<file path="src/rtl/alu_pkg.sv">
// alu_pkg: ALU function codes, datapath width and execute-controller state encoding.
package alu_pkg;
    localparam int DW = 16;
    localparam logic [3:0] ALUC_PASS_A = 4'b0000;
    localparam logic [3:0] ALUC_PASS_B = 4'b0001;
    localparam logic [3:0] ALUC_NOT_A  = 4'b0010;
    localparam logic [3:0] ALUC_NOT_B  = 4'b0011;
    localparam logic [3:0] ALUC_ADD    = 4'b0100;
    localparam logic [3:0] ALUC_ADC    = 4'b0101;
    localparam logic [3:0] ALUC_OR     = 4'b0110;
    localparam logic [3:0] ALUC_AND    = 4'b0111;
    localparam logic [3:0] ALUC_XOR    = 4'b1000;
    localparam logic [3:0] ALUC_SHL    = 4'b1001;
    localparam logic [3:0] ALUC_SHR    = 4'b1010;
    localparam logic [3:0] ALUC_CLR_CY = 4'b1011;
    localparam logic [3:0] ALUC_SET_CY = 4'b1100;
    typedef enum logic {IDLE = 1'b0, EXEC = 1'b1} state_e;
    function automatic logic writes_reg(input logic [3:0] c);
        return c <= ALUC_SHR;
    endfunction
    function automatic logic writes_cy(input logic [3:0] c);
        return c == ALUC_ADD || c == ALUC_ADC;
    endfunction
    function automatic logic is_illegal(input logic [3:0] c);
        return c > ALUC_SET_CY;
    endfunction
endpackage

</file>
<file path="src/rtl/alu_exec_ctrl_if.sv">
// alu_exec_ctrl_if: operation handshake from the decode/sequencer to the execute controller.
interface alu_exec_ctrl_if #(parameter int AW = 3);
    logic          op_valid;
    logic          op_ready;
    logic [3:0]    op_aluc;
    logic [AW-1:0] op_ra;
    logic [AW-1:0] op_rb;
    logic [AW-1:0] op_rd;
    logic          op_wr_en;
    modport master (output op_valid, op_aluc, op_ra, op_rb, op_rd, op_wr_en, input op_ready);
    modport slave (input op_valid, op_aluc, op_ra, op_rb, op_rd, op_wr_en, output op_ready);
endinterface

</file>
<file path="src/rtl/alu_regfile.sv">
// alu_regfile: NREG x DW register file, two operand read ports, one debug read port, one write port.
module alu_regfile
    import alu_pkg::*;
#(
    parameter int NREG = 8,
    parameter int AW   = 3
) (
    input  logic          clk,
    input  logic          rst_n,
    input  logic          we_i,
    input  logic [AW-1:0] waddr_i,
    input  logic [DW-1:0] wdata_i,
    input  logic [AW-1:0] ra_i,
    input  logic [AW-1:0] rb_i,
    input  logic [AW-1:0] dbg_addr_i,
    output logic [DW-1:0] rdata_a_o,
    output logic [DW-1:0] rdata_b_o,
    output logic [DW-1:0] dbg_data_o
);
    logic [DW-1:0] regs_q [NREG];
    always_ff @(posedge clk or negedge rst_n) begin
        if (!rst_n) regs_q <= '{default: '0};
        else if (we_i) regs_q[waddr_i] <= wdata_i;
    end
    assign rdata_a_o  = regs_q[ra_i];
    assign rdata_b_o  = regs_q[rb_i];
    assign dbg_data_o = regs_q[dbg_addr_i];
endmodule

</file>
<file path="src/rtl/alu_exec_ctrl.sv">
// alu_exec_ctrl: execute-stage controller; registers ALU operands on accept, writes back z/carry one cycle later.
module alu_exec_ctrl
    import alu_pkg::*;
#(
    parameter int NREG = 8,
    parameter int AW   = 3
) (
    input  logic          clk,
    input  logic          rst_n,
    alu_exec_ctrl_if.slave op_if,
    output logic [DW-1:0] alu_a_o,
    output logic [DW-1:0] alu_b_o,
    output logic [3:0]    alu_aluc_o,
    output logic          alu_cy_in_o,
    input  logic [DW-1:0] alu_z_i,
    input  logic          alu_cy_i,
    output logic          done_o,
    output logic          err_o,
    output logic          carry_o,
    input  logic [AW-1:0] dbg_addr_i,
    output logic [DW-1:0] dbg_data_o
);
    state_e        state_q, state_d;
    logic [DW-1:0] a_q, a_d, b_q, b_d, rdata_a, rdata_b;
    logic [3:0]    aluc_q, aluc_d;
    logic [AW-1:0] rd_q, rd_d;
    logic          cy_in_q, cy_in_d, wr_en_q, wr_en_d, carry_q, carry_d;
    logic          done_q, done_d, err_q, err_d, accept, wb, we;
    alu_regfile #(.NREG(NREG), .AW(AW)) u_regfile (
        .clk        (clk),
        .rst_n      (rst_n),
        .we_i       (we),
        .waddr_i    (rd_q),
        .wdata_i    (alu_z_i),
        .ra_i       (op_if.op_ra),
        .rb_i       (op_if.op_rb),
        .dbg_addr_i (dbg_addr_i),
        .rdata_a_o  (rdata_a),
        .rdata_b_o  (rdata_b),
        .dbg_data_o (dbg_data_o)
    );
    assign op_if.op_ready = state_q == IDLE;
    // Writeback happens on the edge that closes EXEC; done/err then show for one cycle.
    always_comb begin
        accept  = op_if.op_valid && state_q == IDLE;
        wb      = state_q == EXEC;
        state_d = accept ? EXEC : IDLE;
        a_d     = accept ? rdata_a : a_q;
        b_d     = accept ? rdata_b : b_q;
        aluc_d  = accept ? op_if.op_aluc : aluc_q;
        cy_in_d = accept ? carry_q : cy_in_q;
        rd_d    = accept ? op_if.op_rd : rd_q;
        wr_en_d = accept ? op_if.op_wr_en : wr_en_q;
        we      = wb && wr_en_q && writes_reg(aluc_q);
        carry_d = !wb ? carry_q :
                  writes_cy(aluc_q) ? alu_cy_i :
                  aluc_q == ALUC_CLR_CY ? 1'b0 :
                  aluc_q == ALUC_SET_CY ? 1'b1 : carry_q;
        done_d  = wb;
        err_d   = wb && is_illegal(aluc_q);
    end
    always_ff @(posedge clk or negedge rst_n) begin
        if (!rst_n) begin
            state_q <= IDLE;
            a_q     <= '0;
            b_q     <= '0;
            aluc_q  <= '0;
            cy_in_q <= 1'b0;
            rd_q    <= '0;
            wr_en_q <= 1'b0;
            carry_q <= 1'b0;
            done_q  <= 1'b0;
            err_q   <= 1'b0;
        end else begin
            state_q <= state_d;
            a_q     <= a_d;
            b_q     <= b_d;
            aluc_q  <= aluc_d;
            cy_in_q <= cy_in_d;
            rd_q    <= rd_d;
            wr_en_q <= wr_en_d;
            carry_q <= carry_d;
            done_q  <= done_d;
            err_q   <= err_d;
        end
    end
    assign alu_a_o     = a_q;
    assign alu_b_o     = b_q;
    assign alu_aluc_o  = aluc_q;
    assign alu_cy_in_o = cy_in_q;
    assign done_o      = done_q;
    assign err_o       = err_q;
    assign carry_o     = carry_q;
endmodule

</file>
<file path="src/flat_wrapper.sv">
// flat-port wrapper written by rule: the top's interface ports become plain ports
module alu_exec_ctrl_flat import alu_pkg::*;
#(
    parameter int NREG = 8,
    parameter int AW   = 3
)
  (clk, rst_n, alu_a_o, alu_b_o, alu_aluc_o, alu_cy_in_o, alu_z_i, alu_cy_i, done_o, err_o, carry_o, dbg_addr_i, dbg_data_o, op_if_op_valid, op_if_op_aluc, op_if_op_ra, op_if_op_rb, op_if_op_rd, op_if_op_wr_en, op_if_op_ready);
  alu_exec_ctrl_if #(.AW(AW)) op_if_i ();
  input  logic clk;
  input  logic rst_n;
  output logic [DW-1:0] alu_a_o;
  output logic [DW-1:0] alu_b_o;
  output logic [3:0] alu_aluc_o;
  output logic alu_cy_in_o;
  input  logic [DW-1:0] alu_z_i;
  input  logic alu_cy_i;
  output logic done_o;
  output logic err_o;
  output logic carry_o;
  input  logic [AW-1:0] dbg_addr_i;
  output logic [DW-1:0] dbg_data_o;
  input wire logic [$bits(op_if_i.op_valid)-1:0] op_if_op_valid;
  input wire logic [$bits(op_if_i.op_aluc)-1:0] op_if_op_aluc;
  input wire logic [$bits(op_if_i.op_ra)-1:0] op_if_op_ra;
  input wire logic [$bits(op_if_i.op_rb)-1:0] op_if_op_rb;
  input wire logic [$bits(op_if_i.op_rd)-1:0] op_if_op_rd;
  input wire logic [$bits(op_if_i.op_wr_en)-1:0] op_if_op_wr_en;
  output wire logic [$bits(op_if_i.op_ready)-1:0] op_if_op_ready;
  assign op_if_i.op_valid = op_if_op_valid;
  assign op_if_i.op_aluc = op_if_op_aluc;
  assign op_if_i.op_ra = op_if_op_ra;
  assign op_if_i.op_rb = op_if_op_rb;
  assign op_if_i.op_rd = op_if_op_rd;
  assign op_if_i.op_wr_en = op_if_op_wr_en;
  assign op_if_op_ready = op_if_i.op_ready;
  alu_exec_ctrl #(.NREG(NREG), .AW(AW)) u_core (.clk(clk), .rst_n(rst_n), .op_if(op_if_i), .alu_a_o(alu_a_o), .alu_b_o(alu_b_o), .alu_aluc_o(alu_aluc_o), .alu_cy_in_o(alu_cy_in_o), .alu_z_i(alu_z_i), .alu_cy_i(alu_cy_i), .done_o(done_o), .err_o(err_o), .carry_o(carry_o), .dbg_addr_i(dbg_addr_i), .dbg_data_o(dbg_data_o));
endmodule
</file>
<file path="config.mk">
export PLATFORM = sky130hd
export DESIGN_NAME = alu_exec_ctrl_flat
export DESIGN_NICKNAME = d
export VERILOG_FILES = /design/src/rtl/alu_pkg.sv /design/src/rtl/alu_exec_ctrl_if.sv /design/src/rtl/alu_regfile.sv /design/src/rtl/alu_exec_ctrl.sv /design/src/flat_wrapper.sv
export SDC_FILE = /design/constraint.sdc
export NUM_CORES = 1
export LEC_CHECK = 0
export CAP_MARGIN = 20
export CELL_PAD_IN_SITES_DETAIL_PLACEMENT = 1
export CELL_PAD_IN_SITES_GLOBAL_PLACEMENT = 2
export CORE_MARGIN = 2
export CORE_UTILIZATION = 40
export DETAILED_ROUTE_END_ITERATION = 7
export PLACE_DENSITY = 0.78
export SLEW_MARGIN = 20
export SYNTH_ARGS = -nofsm -noshare
export SYNTH_HDL_FRONTEND = slang
export SYNTH_SLANG_ARGS = --single-unit
</file>
<file path="constraint.sdc">
create_clock -name clk -period 3.8 [get_ports clk]
set_input_delay 1.14 -clock clk [delete_from_list [all_inputs] [get_ports clk]]
set_output_delay 1.14 -clock clk [all_outputs]
set_load 0.05 [all_outputs]
</file>
* Yosys cells after proc, flatten, opt, wreduce, memory -nomap -nowiden
Index checks and enable logic that the tools add are counted.
** Cells by class
- Order comparisons :: 7
- Bitwise operators :: 5
- Eq/ne operators :: 4
- Reductions and logical operators :: 8
- Muxes and demuxes :: 16
** Operator list (number)
- binary-select mux 16 bit (select 3 bit) :: 3
- bitwise mux 128 bit :: 1
- two-way mux 16 bit :: 7
- demux 16 bit (select 3 bit) :: 1
- greater-or-equal comparator 4 bit, second input constant :: 4
- NOT 3 -> 4 bit :: 4
- == test 4 x 3 -> 1 bit, second input constant :: 2
- == test 4 bit, second input constant :: 2
- logical AND 1 bit :: 5
- > comparator 4 bit, second input constant :: 1
- less-or-equal comparator 4 bit, second input constant :: 1
- less-than comparator 4 x 1 -> 1 bit, second input constant :: 1
- two-way mux 1 bit :: 4
- nonzero test 3 bit :: 1
- AND reduction 2 bit :: 1
- logical OR 1 bit :: 1
- NOT 1 bit :: 1
** Word-level totals
- Bits of input ports :: 37
- Word-level logic and storage cells :: 58
- Flip-flop bits (word level) :: 173
- Output and inout bits :: 57

* Logic depth before layout (Yosys ltp)
- Word-level depth :: 6
- Mapped depth :: 6
- Gate-level depth less buffers :: 5

* Modules after synthesis
Synthesis repeated with hierarchy kept, for this count alone.
** Unflattened totals
- Cells, all modules :: 554
- Area total of the unflattened synthesis :: 9928.3 µm²
** Modules (own cells, without submodules)
- alu_regfile :: sequential area each 3203.1 µm², instances 1, area an instance 8071.5 µm², cells each 450
- alu_exec_ctrl :: sequential area each 1126.1 µm², instances 1, area an instance 1856.8 µm², cells each 104

* Worst setup path before layout
Ideal clock, no wire load.
- Kind :: input to output
- Start :: in dbg_addr_i[0]
- End :: out dbg_data_o[10]
- Buffers on the path :: 2
- Cell stages on the path :: 4
- Required time :: 2.660 ns
- Slack :: 0.090 ns
- Arrival :: 2.570 ns
- Cells stage by stage :: clkbuf_1 > buf_2 > mux4_2 > mux2_2
** On the way
- Longest elaborated chain between the ends :: 4
** RTL lines
- start: declaration :: RTL line flat_wrapper.sv:20 : input logic [AW-1:0] dbg_addr_i;
- NOT 3 -> 4 bit (not written as such) :: RTL line alu_regfile.sv:27 : assign dbg_data_o = regs_q[dbg_addr_i];
- binary-select mux 16 bit (select 3 bit) :: RTL line alu_regfile.sv:27
- two-way mux 16 bit (not written as such) (2 in series) :: RTL line alu_regfile.sv:27
- end: declaration :: RTL line flat_wrapper.sv:21 : output logic [DW-1:0] dbg_data_o;
No other way between the ends. The select of a mux whose other input is x is not followed.

* Final worst setup path
- Start :: in dbg_addr_i[0]
- End :: out dbg_data_o[9]
The elaborated chain is that of the path after synthesis.

==> results.txt <==
The flow ran to the end, and the final reports show no timing, DRC or antenna violations. Setup repair after global routing left no endpoint under its margin. The slowest stage of the critical path is the sky130_fd_sc_hd__mux4_2 cell. Using the TritonRoute via totals, the vias-per-cell ratio works out to 5.853.

Along the worst path, the maximum fanout reaches 8. For flop-to-flop paths, the worst setup slack is 1.36 ns. In this run, the number of DRC markers left after iteration 0 of detailed routing was 388. The power spent charging and discharging nets came out at 0.002801 W.

Entering global routing, the biggest net connects 67 pins. The hold path endpoint is u_core.alu_b_o[12]$_DFFE_PN0P_. The internal portion of the total power is 0.004805 W. The total number of vias is ~6900. For this design, the CTS-stage hold fixing added 0 buffers.

The residual DRC count came out at 0. The prevailing post-synth register cell is sky130_fd_sc_hd__dfrtp_1. Subtracting the final worst setup slack from the clock period gives approximately 3.7 ns. The routed length per instance came out at 25.17 µm. The start-to-end type of the worst setup path is input port to primary output.

The number of cells on the worst reg-to-reg path is 5. The post-synthesis area per instance is 13.00 µm². The startpoint identified for the worst hold timing path is u_core.alu_b_o[12]$_DFFE_PN0P_. The tightest slew margin relative to the limit is 38.99%. TritonCTS built the clock tree. The number of antenna violations at the first check in global routing is 0.

For the final database, setup skew stands at ~0.016 ns. The total of endpoints with negative setup slack in the final report came out at 0. The count of cell types in the netlist is 31. STA classifies the critical path startpoint as an input port. The repair_antennas step left the layout with diodes totalling 0. The cell count after synthesis is 757. The total congestion overflow after global routing came out at 0. The maximum operating frequency is 268.9 MHz. The highest ir drop seen on vdd came out at 0.2660 mV. In this run, the clock network consumes 22.9% of the power. The area growth from synthesis to layout is 18.67%. The most numerous cell type found on the critical path is sky130_fd_sc_hd__buf_4.

CTS placed an instance of sky130_fd_sc_hd__clkbuf_16 at the clock tree root. From left edge to right edge, the die measures 160.9 µm. The critical path goes through buf_2 > buf_4 > mux4_2 > mux2_2 > buf_4. Once the floorplan was initialized, standard cells occupied 40.60% of the core.

Of the synthesized area, sequential elements account for a little over two fifths. The aggregate negative setup slack came out at 0 ns. The count of endpoints failing hold in the final timing report came out at 0. The number of iterations in the first detailed-routing pass came out at 5. The die extent in y is 160.9 µm. The CTS buffer count is 17.

The placer's final routability congestion estimate is 0.8445. The final count of pins violating max slew came out at 0. The share of total power in sequential cells came out at 40.4%. The global-route usage over all layers came out at a little under a quarter. The leakage power is 5.425 nW. The clock sink count came out at approximately 170. The share of the clock period used by the worst path came out at between 90% and 100%. The switching share of total power came out at 36.83%. The maximum cell stage delay along the critical path came out at 0.53 ns. The count of standard-cell rows is 57.

The total of max-cap violations came out at 0. The total number of yosys warnings came out at 0. The worst hold margin came out at 0.4731 ns. Among cell families on the critical path, the largest total delay comes from multiplexers. The routed design has 29530 µm of wire. The data required time of the worst path came out at 2.66 ns.

The count of buffering cells on the critical path with inverters included is 3. The floorplan step defined a die boundary enclosing around 26000 µm². After the last flow step, the layout net total stands at 873. The number of global-route vias before repair came to 7530. In this run the critical register-to-register path is launched from u_core.alu_aluc_o[0]$_DFFE_PN0P_.

The clock slew at the register clock pins of the worst setup and hold paths came out at approximately 0.070 ns. The combinational share of power is 36.7%. The wire length of the first global-routing pass came out at roughly 46000 µm. The maximum count of clock buffers along a single path came out at 2. The cell area that synthesis handed to floorplanning was between 9000 and 10000 µm².

The slew at the pin closest to its max-slew limit is 0.9096 ns. The total half-perimeter wirelength after legalization and detailed placement came out at about 18000 µm. The post-CTS repair timing setup buffer count is 0. The post-detailed-route count of antenna-violating nets is 0. The synthesis-stage register bit count came out at 173. The number of I/O pins came out at between 90 and 100. The count of flip-flops with a built-in enable after synthesis came out at 0. The kind of capture point of the worst setup path is a primary output. The core area came out at approximately 24000 µm². The total of buffers placed on input and output ports is 93. Counting instances, the worst hold path has a depth of 2. The layout cell share with drive strength beyond 1 is 30.86%. The share of flip-flops with an asynchronous set or reset is 100.0%. The H-tree was split into 4 levels. The synthesized netlist net count is a little under 800. The power density relative to cell area came out at 651.0 nW/µm².

The worst hold path belongs to the class flip-flop to flip-flop. For the worst setup path, the data arrival time is 2.58 ns. The source-to-sink clock delay at the later pin of the worst-skew pair is roughly 0.44 ns. In this run the critical register-to-register path is captured at u_core.u_regfile.regs_q[5]$_DFFE_PN0P_.
## cells in the final DEF (no fill, tap or decap), drive strengths merged
| cell type | count |
|---|---|
| mux2i | 128 |
| nand4b | 3 |
| dfrtp | 173 |
| nor2 | 6 |
| a21boi | 1 |
| and3b | 1 |
| mux4 | 32 |
| buf | 45 |
| dlygate4sd2 | 1 |
| nand2 | 94 |
| clkdlybuf4s50 | 72 |
| mux2 | 144 |
| o2111a | 1 |
| nor3b | 1 |
| nand3 | 34 |
| bufinv | 1 |
| and3 | 3 |
| a21o | 1 |
| and2 | 2 |
| nand4 | 2 |
| clkinvlp | 3 |
| a31oi | 1 |
| clkbuf | 20 |
| a22oi | 64 |
| o22ai | 1 |
| clkinv | 6 |
| inv | 4 |
| nor2b | 5 |
## state kept, by name, summed over array words and instances (netlist names), 3 cells and up
name	count
u_core.alu_a_o	16
u_core.alu_aluc_o	4
u_core.alu_b_o	16
u_core.rd_q	3
u_core.u_regfile.regs_q	128
## stage by stage
step                cell area (µm²)  std cells  setup slack (ns)  power (W)  util (%)
floorplan                      9844        757           0.08962   0.004977         -
global placement              11080       1140          -0.06656   0.005723     45.69
detailed placement            11080       1140          -0.08600   0.005874     45.69
CTS                           11680       1173           0.07408   0.007649     48.18
global route                  11680       1173           0.02507   0.007989     48.18
finish                        11680       1173           0.08105   0.007606     48.18
## Yosys cell counts, types with 2 or more instances
master | n | area share [%]
sky130_fd_sc_hd__nor2_1 | 5 | 0.19
sky130_fd_sc_hd__mux2_2 | 74 | 8.5
sky130_fd_sc_hd__nor2b_1 | 5 | 0.32
sky130_fd_sc_hd__mux4_2 | 32 | 7.3
sky130_fd_sc_hd__and2_1 | 2 | 0.13
sky130_fd_sc_hd__nand3_1 | 33 | 1.7
sky130_fd_sc_hd__mux2i_1 | 128 | 13
sky130_fd_sc_hd__dfrtp_1 | 173 | 44
sky130_fd_sc_hd__buf_12 | 3 | 0.61
sky130_fd_sc_hd__nand4b_4 | 2 | 0.48
sky130_fd_sc_hd__buf_6 | 8 | 0.92
sky130_fd_sc_hd__clkbuf_1 | 28 | 1.1
sky130_fd_sc_hd__nand2_1 | 94 | 3.6
sky130_fd_sc_hd__buf_2 | 17 | 0.86
sky130_fd_sc_hd__nand4_4 | 2 | 0.43
sky130_fd_sc_hd__buf_1 | 2 | 0.076
sky130_fd_sc_hd__and3_1 | 3 | 0.19
sky130_fd_sc_hd__a22oi_1 | 64 | 4.9
sky130_fd_sc_hd__mux2_4 | 70 | 11
## kinds of logic (layout without fill, tap and decap cells)
group,after synthesis,after routing,synth area share (%)
AND/OR/NAND/NOR,151,151,7.550
multiplexers,304,304,39.48
buffers and inverters,60,152,3.610
AO/OA/AOI/OAI,69,69,5.389
flip-flops,173,173,43.98
## power by group through the flow
stage	combinational, W	sequential (W)	clock [W]
floorplan	0.00179	0.00319	0
global placement	0.00270	0.00302	0
detailed placement	0.00279	0.00308	0
CTS	0.00281	0.00306	0.00178
global route	0.00298	0.00315	0.00186
finish	0.00279	0.00308	0.00174
## area by class of cell
cell class              count  area [µm²]
clock inverters            12       111.4
flip-flops and latches    173        4329
fillers                  2510       12570
well taps                 324       405.4
inverters                   2       7.507
repair buffers            118        1201
clock buffers              20       466.7
multi-input cells         524        5161
## worst reg2reg max path: stages (launching register included)
cell and delay (ns):
sky130_fd_sc_hd__dfrtp_1 0.44, sky130_fd_sc_hd__a21o_1 0.23, sky130_fd_sc_hd__a21boi_4 0.39, sky130_fd_sc_hd__and3_1 0.62, sky130_fd_sc_hd__buf_4 0.32, sky130_fd_sc_hd__mux2_4 0.32
## what timing repair did
item / 4_1_cts / 5_1_grt
resized for setup: 2 / 0
hold endpoints to repair: 0 / 0
setup endpoints to repair: 16 / 0
## routing by layer
| layer | vias to the layer above | track usage (%) | wire, µm |
|---|---|---|---|
| li1 | 2977 | - | - |
| met1 | 3653 | 30.57 | 12720 |
| met2 | 184 | 40.62 | 14990 |
| met3 | 52 | 3.409 | 1008 |
| met4 | 0 | 8.239 | 815 |
| met5 | - | 0 | 0 |
## how the worst max path moves through the flow
stage,start,endpoint,slack [ns],cells after the start
6_report,dbg_addr_i[0],dbg_data_o[9],0.08,5
5_1_grt,dbg_addr_i[0],dbg_data_o[9],0.03,5
4_1_cts,dbg_addr_i[1],dbg_data_o[12],0.07,5
3_5_place_dp,dbg_addr_i[1],dbg_data_o[14],-0.09,5
3_3_place_gp,dbg_addr_i[1],dbg_data_o[14],-0.07,5
2_1_floorplan,dbg_addr_i[0],dbg_data_o[10],0.09,4
No activity file was read; power rests on OpenSTA's default activity.
